==> config.mk <==
export PLATFORM = sky130hd
export DESIGN_NAME = binarysearch_datapath_flat
export DESIGN_NICKNAME = d
export VERILOG_FILES = /design/src/rtl/binarysearch_datapath_if.sv /design/src/rtl/binarysearch_datapath.sv /design/src/flat_wrapper.sv
export SDC_FILE = /design/constraint.sdc
export NUM_CORES = 1
export LEC_CHECK = 0
export CORE_MARGIN = 2
export CORE_UTILIZATION = 36
export DETAILED_ROUTE_END_ITERATION = 8
export GPL_TIMING_DRIVEN = 0
export HOLD_SLACK_MARGIN = 0.08
export RECOVER_POWER = 100
export SLEW_MARGIN = 5
export SYNTH_ARGS = -nofsm -noshare
export SYNTH_HDL_FRONTEND = slang
export SYNTH_SLANG_ARGS = --single-unit
==> constraint.sdc <==
create_clock -name clock -period 5.9 [get_ports clock]
set_input_delay 0.885 -clock clock [delete_from_list [all_inputs] [get_ports clock]]
set_output_delay 0.885 -clock clock [all_outputs]
set_load 0.02 [all_outputs]
==> src/rtl/binarysearch_datapath_if.sv <==
// binarysearch_datapath_if: strobe, RAM and result bundle between the search controller side and the datapath.
interface binarysearch_datapath_if #(
    parameter int DATA_W = 8,
    parameter int ADDR_W = 5
);
    logic [DATA_W-1:0] A_in;
    logic              load_A;
    logic              set_L;
    logic              set_R;
    logic              set_M;
    logic [ADDR_W-1:0] mem_addr;
    logic [DATA_W-1:0] mem_rdata;
    logic              F;
    logic              NF;
    logic [ADDR_W-1:0] loc;
    logic [ADDR_W:0]   probes;
    modport master (
        output A_in, load_A, set_L, set_R, set_M, mem_rdata,
        input  mem_addr, F, NF, loc, probes
    );
    modport slave (
        input  A_in, load_A, set_L, set_R, set_M, mem_rdata,
        output mem_addr, F, NF, loc, probes
    );
endinterface

==> src/rtl/binarysearch_datapath.sv <==
// binarysearch_datapath: target/bounds/midpoint registers and 3-cycle probe sequencer for a sorted sync-read RAM.
// Define BSEARCH_PROBE_CNT_EN to enable the saturating compare counter on probes (tied to 0 otherwise).
module binarysearch_datapath #(
    parameter int DATA_W = 8,
    parameter int ADDR_W = 5,
    parameter int DEPTH  = 32
) (
    input logic                    clock,
    input logic                    reset,
    binarysearch_datapath_if.slave bus
);
    typedef enum logic [1:0] {P_ISSUE, P_WAIT, P_CMP} phase_t;
    localparam logic [ADDR_W-1:0] R_INIT = ADDR_W'(DEPTH - 1);
    phase_t            state, nstate;
    logic [DATA_W-1:0] a;
    logic [ADDR_W-1:0] l, r, m, loc_q;
    logic              f, nf, adv, do_issue, do_cmp;
    logic [ADDR_W:0]   sum;
    assign adv = bus.set_M & ~bus.load_A & ~f & ~nf;
    assign sum = {1'b0, l} + {1'b0, r};
    always_ff @(posedge clock)
        if (reset) state <= P_ISSUE;
        else state <= nstate;
    always_comb
        nstate = bus.load_A ? P_ISSUE :
                 !adv ? state :
                 state == P_ISSUE ? P_WAIT :
                 state == P_WAIT ? P_CMP : P_ISSUE;
    always_comb begin
        do_issue = adv & (state == P_ISSUE);
        do_cmp   = adv & (state == P_CMP);
    end
    // boundary tests come first so L/R never step outside [0, DEPTH-1]
    always_ff @(posedge clock) begin
        if (reset) begin
            a <= '0;
            l <= '0;
            r <= R_INIT;
            m <= '0;
            f <= 1'b0;
            nf <= 1'b0;
            loc_q <= '0;
        end else if (bus.load_A) begin
            a <= bus.A_in;
            l <= '0;
            r <= R_INIT;
            f <= 1'b0;
            nf <= 1'b0;
            loc_q <= '0;
        end else begin
            if (do_issue) m <= sum[ADDR_W:1];
            if (do_cmp) begin
                if (bus.mem_rdata == a) begin
                    f <= 1'b1;
                    loc_q <= m;
                end else if (bus.mem_rdata < a) begin
                    if (m == r) nf <= 1'b1;
                    else if (bus.set_L) l <= m + 1'b1;
                end else begin
                    if (m == l) nf <= 1'b1;
                    else if (bus.set_R) r <= m - 1'b1;
                end
            end
        end
    end
`ifdef BSEARCH_PROBE_CNT_EN
    logic [ADDR_W:0] cnt;
    always_ff @(posedge clock)
        if (reset || bus.load_A) cnt <= '0;
        else if (do_cmp && cnt != '1) cnt <= cnt + 1'b1;
    assign bus.probes = cnt;
`else
    assign bus.probes = '0;
`endif
    assign bus.mem_addr = m;
    assign bus.F        = f;
    assign bus.NF       = nf;
    assign bus.loc      = loc_q;
endmodule
==> src/flat_wrapper.sv <==
// flat-port wrapper written by rule: the top's interface ports become plain ports
module binarysearch_datapath_flat 
#(
    parameter int DATA_W = 8,
    parameter int ADDR_W = 5,
    parameter int DEPTH  = 32
)
  (clock, reset, bus_A_in, bus_load_A, bus_set_L, bus_set_R, bus_set_M, bus_mem_rdata, bus_mem_addr, bus_F, bus_NF, bus_loc, bus_probes);
  binarysearch_datapath_if #(.DATA_W(DATA_W), .ADDR_W(ADDR_W)) bus_i ();
  input logic clock;
  input logic reset;
  input wire logic [$bits(bus_i.A_in)-1:0] bus_A_in;
  input wire logic [$bits(bus_i.load_A)-1:0] bus_load_A;
  input wire logic [$bits(bus_i.set_L)-1:0] bus_set_L;
  input wire logic [$bits(bus_i.set_R)-1:0] bus_set_R;
  input wire logic [$bits(bus_i.set_M)-1:0] bus_set_M;
  input wire logic [$bits(bus_i.mem_rdata)-1:0] bus_mem_rdata;
  output wire logic [$bits(bus_i.mem_addr)-1:0] bus_mem_addr;
  output wire logic [$bits(bus_i.F)-1:0] bus_F;
  output wire logic [$bits(bus_i.NF)-1:0] bus_NF;
  output wire logic [$bits(bus_i.loc)-1:0] bus_loc;
  output wire logic [$bits(bus_i.probes)-1:0] bus_probes;
  assign bus_i.A_in = bus_A_in;
  assign bus_i.load_A = bus_load_A;
  assign bus_i.set_L = bus_set_L;
  assign bus_i.set_R = bus_set_R;
  assign bus_i.set_M = bus_set_M;
  assign bus_i.mem_rdata = bus_mem_rdata;
  assign bus_mem_addr = bus_i.mem_addr;
  assign bus_F = bus_i.F;
  assign bus_NF = bus_i.NF;
  assign bus_loc = bus_i.loc;
  assign bus_probes = bus_i.probes;
  binarysearch_datapath #(.DATA_W(DATA_W), .ADDR_W(ADDR_W), .DEPTH(DEPTH)) u_core (.clock(clock), .reset(reset), .bus(bus_i));
endmodule
After elaboration in Yosys (flattened, before gate mapping). Index checks and enable logic that the tools add are counted.

Flip-flop bits (word level): 32. Input port bits: 22. Output and inout port bits: 18. Word-level logic and storage cells: 43.

Add/sub/neg operators: 3. Order comparisons: 1. Eq/ne operators: 6. Mux-type cells: 5. Bitwise operators: 12. Reductions and logical operators: 8.

Operators by type and width (count): 5-bit == test (2); 5-bit AND reduction (2); 8-bit == test (1); 8-bit less-than comparator (1); 1-bit inverter (7); 5-bit by 5-bit adder with 6-bit output (1); 5-bit by 1-bit adder with 5-bit output, second input constant (1); 1-bit AND (5); 5-bit by 1-bit subtractor with 5-bit output, second input constant (1); 2-bit two-way mux (2); 2-bit AND reduction (2); 4-bit AND reduction (1); 1-bit two-way mux (3); 2-bit by 1-bit == test with 1-bit output, second input constant (1); 2-bit == test, second input constant (1); 2-bit logical NOT (1); 2-bit != test, second input constant (1); 2-bit nonzero test (1); 2-bit OR reduction (1).

Logic depth before layout (Yosys ltp). Gate-level depths: netlist of the first run.

Depth after elaboration: 6. Gate-level depth with buffers: 8. Gate-level depth less buffers: 7.

Worst setup path before layout of the first run. No wires, ideal clock.

Kind: input-to-reg. From: input port bus_mem_rdata[1]. To: register u_core.r[1]. Setup time: 0.121 ns. Arrival time: 2.336 ns. Data required time: 5.779 ns. Slack: 3.443 ns. Cell stages on the path: 6. Path buffers: 0. Cell sequence: ha_1 nor2b_1 o211ai_1 a21oi_1 o2111ai_2 mux2_2.

Longest elaborated chain between the ends: 3. Elaborated cells on any way between the ends: 5. Those cells by class: order compare: 1; eq/ne: 1; bitwise: 2; reduce/logical: 1.

Ends and longest elaborated chain: from (decl) (line flat_wrapper.sv:17) `input wire logic [$bits(bus_i.mem_rdata)-1:0] bus_mem_rdata;`; 8-bit less-than comparator / 8-bit == test (equally long branches) (line binarysearch_datapath.sv:56, binarysearch_datapath.sv:53); 1-bit inverter (no line); 5-bit AND reduction (no line) (*); to (signal assigned) (line binarysearch_datapath.sv:61) `else if (bus.set_R) r <= m - 1'b1;`; to (decl) (line binarysearch_datapath.sv:16) `logic [ADDR_W-1:0] l, r, m, loc_q;`.

Mark *: on every way between the ends. The rest lies on a longest branch, timed or not. A chain may end at the register's enable or synchronous reset.

Final worst setup path of the first run.
From: input port bus_load_A. To: register u_core.m[4], in the netlist u_core.bus.mem_addr[4].

Longest elaborated chain between the ends: 6.

Ends and longest elaborated chain: from (decl) (line flat_wrapper.sv:13) `input wire logic [$bits(bus_i.load_A)-1:0] bus_load_A;`; 1-bit inverter (no line) (*); 1-bit AND (3 in series) (line binarysearch_datapath.sv:19) `assign adv = bus.set_M & ~bus.load_A & ~f & ~nf;`; 1-bit AND (line binarysearch_datapath.sv:30) `do_issue = adv & (state == P_ISSUE);`; 2-bit AND reduction (no line) (*); to (signal assigned) (line binarysearch_datapath.sv:51) `if (do_issue) m <= sum[ADDR_W:1];`; to (decl) (line binarysearch_datapath.sv:16).

Marked as above.

==> impl_metrics.ini, run 1 <==
[final_layout]
fin_area_sq_mm = 0.00242
fillers = 536
insertedDiodeCount = 0
synthToLayoutAreaGrowth_pct = 27.2
final_common_cell = nor2_1
final_cell_mix = nor2_1 (33), dfxtp_1 (32), mux2i_1 (21)
drive_above_1_share_pct = 9.34
nNetsFinal = 293

[detailed_routing]
routed_via_density = 4.69
vias = 1533
highest_layer = met4
drt_iter0_markers = 24
ant_nets = 0
firstDrtPassIters = 4
finalWirelength_microns = 4150
met3RoutedLength_microns = 164
post_drt_wl_per_cell_microns = 12.7
wl_met2_microns = 1950
wl_met1_microns = 2000
route.detailed.drc = 0

[synth]
syn_inst = 211
synth-main-ff-cell = dfxtp_1
synth-seq-cells = 32
synth_top_area_share_pct = 33.7
yosys_warnings = 0
synth_top_area_cell = dfxtp_1
synth_area_leaders = dfxtp_1 (34%), mux2i_1 (11%), ha_1 (9.2%)
synth-seq-area-share_pct = 33.7
avgSynthCellArea_sq_um = 9.00
synthArstFlopShare_pct = 0
syn_area_sq_mm = 0.00190
ys_types = 45
synth-edff-count = 0

[power]
p_leak_nw = 1.01
p_per_area_mw_per_mm2 = 215
ir_worst_vdd_mv = 0.0931
power_mw = 0.519

[hold_path]
hold_depth = 2
min_path_type = reg -> reg

[place]
pre_cts_ws_ns = 2.80
gp_congestion = 0.850
hpwl_microns = 3250
place_area_sq_mm = 0.00234
port_buffers = 33

[setup_path]
critical_path_class = in -> reg
crit_path_end_kind = register
reg2reg_depth = 4
worstPathRequired_ns = 6.09
cp_max_fo = 9
r2r_setup_slack_ns = 3.47
crit_arrival_ns = 3.43
cp-start-kind = input pin

[sta]
rsz0062_at_grt = no
finalCriticalPeriod_ns = 3.24
max_freq_mhz = 309
holdWs_ns = 0.493
slew_headroom_pct = 18.7
tightest_slew_ns = 1.21
fin_crit_sh_pct = 54.9
maxSlewViolCount = 0
hold_violations = 0
tns_ns = 0
skew_ns = 0.00766
setup_ws_ns = 2.66
report.final.setup_viol = 0

[clock_network]
ctsLongestPathBuffers = 2
cts_tree = built
ctsResizeCount = 0
cts_hold_buf = 0
post-cts-setup-buffers = 0
clkSinkCount = 32
numCtsBuffers = 5
path_clk_slew_ns = 0.07
clk_latency_ns = 0.28
clockRootBuffer = clkbuf_8
h-tree-depth = 2

[global_route]
grt_use_total_pct = 15.3
antenna_found_initial = 0
grt_max_degree = 11
grt_pass1_vias = 1500
gr-total-overflow = 0
grt_pass1_wl_microns = 7160

[floorplan]
pin_count = 40
die_w_microns = 76.6
core_sq_mm = 0.00511
rows = 26
start_util_pct = 37.2
dieArea_sq_mm = 0.00587
die_y_microns = 76.6

[flow_run]
maxCapViolations = 0

[status]
status = finished, final reports clean
[cell type report]
class / instances / area, sq um / area share [%]
multi-input combinational: 157 / 1110 / 46.0
sequential: 32 / 641 / 26.5
timing repair buffer: 33 / 330 / 13.7
buffer: 16 / 96.3 / 3.99
tap: 70 / 87.6 / 3.63
clock buffer: 6 / 72.6 / 3.00
inverter: 11 / 41.3 / 1.71
clock inverter: 2 / 35.0 / 1.45
[logic make-up (layout without fill, tap and decap cells)]
| logic type | count (synthesis) | count (layout) | synth area share (%) |
|---|---|---|---|
| fa+ha+maj | 15 | 15 | 10.3 |
| other cells | 1 | 6 | 0.197 |
| simple gates | 65 | 65 | 16.9 |
| buf+inv | 27 | 68 | 7.31 |
| mux | 22 | 22 | 11.7 |
| xor+xnor | 19 | 19 | 8.76 |
| compound gates | 30 | 30 | 11.1 |
| flops | 32 | 32 | 33.7 |
[stage by stage]
stage / util [%] / cells
final: 47.3 / 327
after global routing: 47.3 / 327
after CTS: 47.8 / 327
after detailed placement: 45.7 / 319
after global placement: 45.7 / 319
after floorplan: - / 216
[where the power goes]
group / internal [mW] / switching [mW]
logic: 0.0413 / 0.0455
clock network: 0.125 / 0.0819
registers: 0.222 / 0.00305
total: 0.388 / 0.130
[worst max-delay path: stages]
cell	delay, ns
dlygate4sd3_1	0.59
or4b_1	0.55
nor3_1	0.94
o21ai_0	0.18
a311oi_1	0.28
[registers in the layout, summed over array words and instances (netlist names)]
signal / flops
u_core.a: 8
u_core.bus.F: 1
u_core.bus.NF: 1
u_core.bus.loc: 5
u_core.bus.mem_addr: 5
u_core.l: 5
u_core.r: 5
u_core.state: 2
[synth_stat cells (2+ instances only)]
cell / count
a211oi_1: 4
a21o_1: 2
a21oi_1: 9
a31oi_1: 3
buf_2: 6
buf_4: 6
clkbuf_1: 3
dfxtp_1: 32
ha_1: 14
inv_1: 11
mux2i_1: 21
nand2_1: 9
nand3_1: 5
nand4_1: 3
nor2_1: 33
nor3_1: 2
o211ai_1: 2
or2_2: 2
xnor2_1: 12
xor2_1: 7
[per-layer routing]
layer	global-route usage (%)	up-vias
met5	0	-
met4	3.82	0
met3	3.91	4
met2	25.1	31
met1	20.1	694
li1	-	804
[final timing paths]
check / from / endpoint
max: bus_load_A / u_core.bus.mem_addr[4]
min: u_core.a[6] / u_core.a[6]
max reg2reg: u_core.bus.F / u_core.bus.mem_addr[4]
min reg2reg: u_core.a[6] / u_core.a[6]
(Power assumes the default switching activity.)
==> run 2: changes to the inputs <==
- clock period: 5.9 -> 3.13 ns (I/O delays scaled with it)
==> run 2 against run 1 <==
  * Via count is 0.26% higher
  * Highest routed layer unchanged
  * Setup slack worse by 2.2 ns
  * Largest power group unchanged
  * Combinational power up 89%
  * First-iteration DRC count increased by 4.2%
  * Sequential power grew 88%
  * Flip-flop and latch count unchanged
  * Die area did not move
  * Routed wire length shrank 0.51%
  * Clock power up 88%
==> impl_metrics.ini, run 2 (synthesis results as in run 1) <==
[detailed_routing]
drt_iter0_markers = 25
ant_nets = 0
wl_met1_microns = 1970
post_drt_wl_per_cell_microns = 12.6
wl_met2_microns = 1950
firstDrtPassIters = 4
finalWirelength_microns = 4130
route.detailed.drc = 0
vias = 1537
met3RoutedLength_microns = 170
routed_via_density = 4.70
highest_layer = met4

[global_route]
antenna_found_initial = 0
grt_pass1_wl_microns = 7160
grt_pass1_vias = 1500
grt_max_degree = 11
gr-total-overflow = 0
grt_use_total_pct = 15.3

[floorplan]
core_sq_mm = 0.00511
dieArea_sq_mm = 0.00587
pin_count = 40
start_util_pct = 37.2
die_y_microns = 76.6
die_w_microns = 76.6
rows = 26

[clock_network]
cts_tree = built
clockRootBuffer = clkbuf_8
cts_hold_buf = 0
ctsLongestPathBuffers = 2
path_clk_slew_ns = 0.07
h-tree-depth = 2
numCtsBuffers = 5
clkSinkCount = 32
clk_latency_ns = 0.28
ctsResizeCount = 0
post-cts-setup-buffers = 0

[sta]
tightest_slew_ns = 0.805
max_freq_mhz = 382
fin_crit_sh_pct = 83.7
tns_ns = 0
skew_ns = 0.00677
maxSlewViolCount = 0
slew_headroom_pct = 46.3
hold_violations = 0
rsz0062_at_grt = no
setup_ws_ns = 0.511
report.final.setup_viol = 0
finalCriticalPeriod_ns = 2.62

[setup_path]
cp_max_fo = 5
worstPathRequired_ns = 3.31
crit_path_end_kind = register
critical_path_class = in -> reg
cp-start-kind = input pin
reg2reg_depth = 7
crit_arrival_ns = 2.80

[final_layout]
drive_above_1_share_pct = 9.73
insertedDiodeCount = 0
largest_reg_flops = 8
top_register = u_core.a
final_common_cell = nor2_1
final_cell_mix = nor2_1 (33), dfxtp_1 (32), mux2i_1 (21)
nNetsFinal = 293
synthToLayoutAreaGrowth_pct = 27.8

[hold_path]
min_path_type = reg -> reg
hold_depth = 2

[place]
pre_cts_ws_ns = 0.442
hpwl_microns = 3250
gp_congestion = 0.850
port_buffers = 33

[flow_run]
maxCapViolations = 0

[power]
ir_worst_vdd_mv = 0.175
p_per_area_mw_per_mm2 = 403
p_leak_nw = 1.01

[status]
status = finished, final reports clean
-- run 2: where the power goes --
part	internal (mW)	switching [mW]	total [mW]
Clock	0.236	0.154	0.390
Sequential	0.418	0.00600	0.424
Combinational	0.0781	0.0860	0.164
-- run 2: path summary, 6_finish.rpt --
check           endpoint  slack (ns)             start
max          u_core.r[1]        0.51  bus_mem_rdata[1]
min          u_core.a[6]        0.49       u_core.a[6]
max reg2reg  u_core.r[1]        0.76       u_core.a[1]
min reg2reg  u_core.a[6]        0.49       u_core.a[6]
-- run 2: cell type report --
type	count	area, sq um
fillers	536	2680
multi-input cells	157	1120
flip-flops and latches	32	641
inverters	11	41.3
repair buffers	33	330
clock buffers	6	72.6
well taps	70	87.6
plain buffers	16	96.3
clock inverters	2	35.0
-- run 2: metal layers --
layer / vias to the layer above / track usage, %
li1: 803 / -
met3: 4 / 3.91
met5: - / 0
met4: 0 / 3.82
met1: 699 / 20.1
met2: 31 / 25.1
-- run 2: critical path, stage by stage --
cell and delay [ns]:
clkdlybuf4s50_1 0.41, ha_1 0.30, nor2b_1 0.13, o211ai_1 0.20, a21oi_1 0.17, o2111ai_1 0.70, mux2_2 0.41
-- run 2: stage by stage --
| step | instances | util, % | instance area, sq um | hold slack [ns] | power [mW] |
|---|---|---|---|---|---|
| 2_1_floorplan | 216 | - | 1920 | 0.460 | 0.542 |
| 3_3_place_gp | 319 | 45.7 | 2340 | 0.474 | 0.603 |
| 3_5_place_dp | 319 | 45.7 | 2340 | 0.483 | 0.603 |
| 4_1_cts | 327 | 47.8 | 2440 | 0.501 | 0.999 |
| 5_1_grt | 327 | 47.5 | 2430 | 0.526 | 1.03 |
| 6_report | 327 | 47.5 | 2430 | 0.493 | 0.978 |
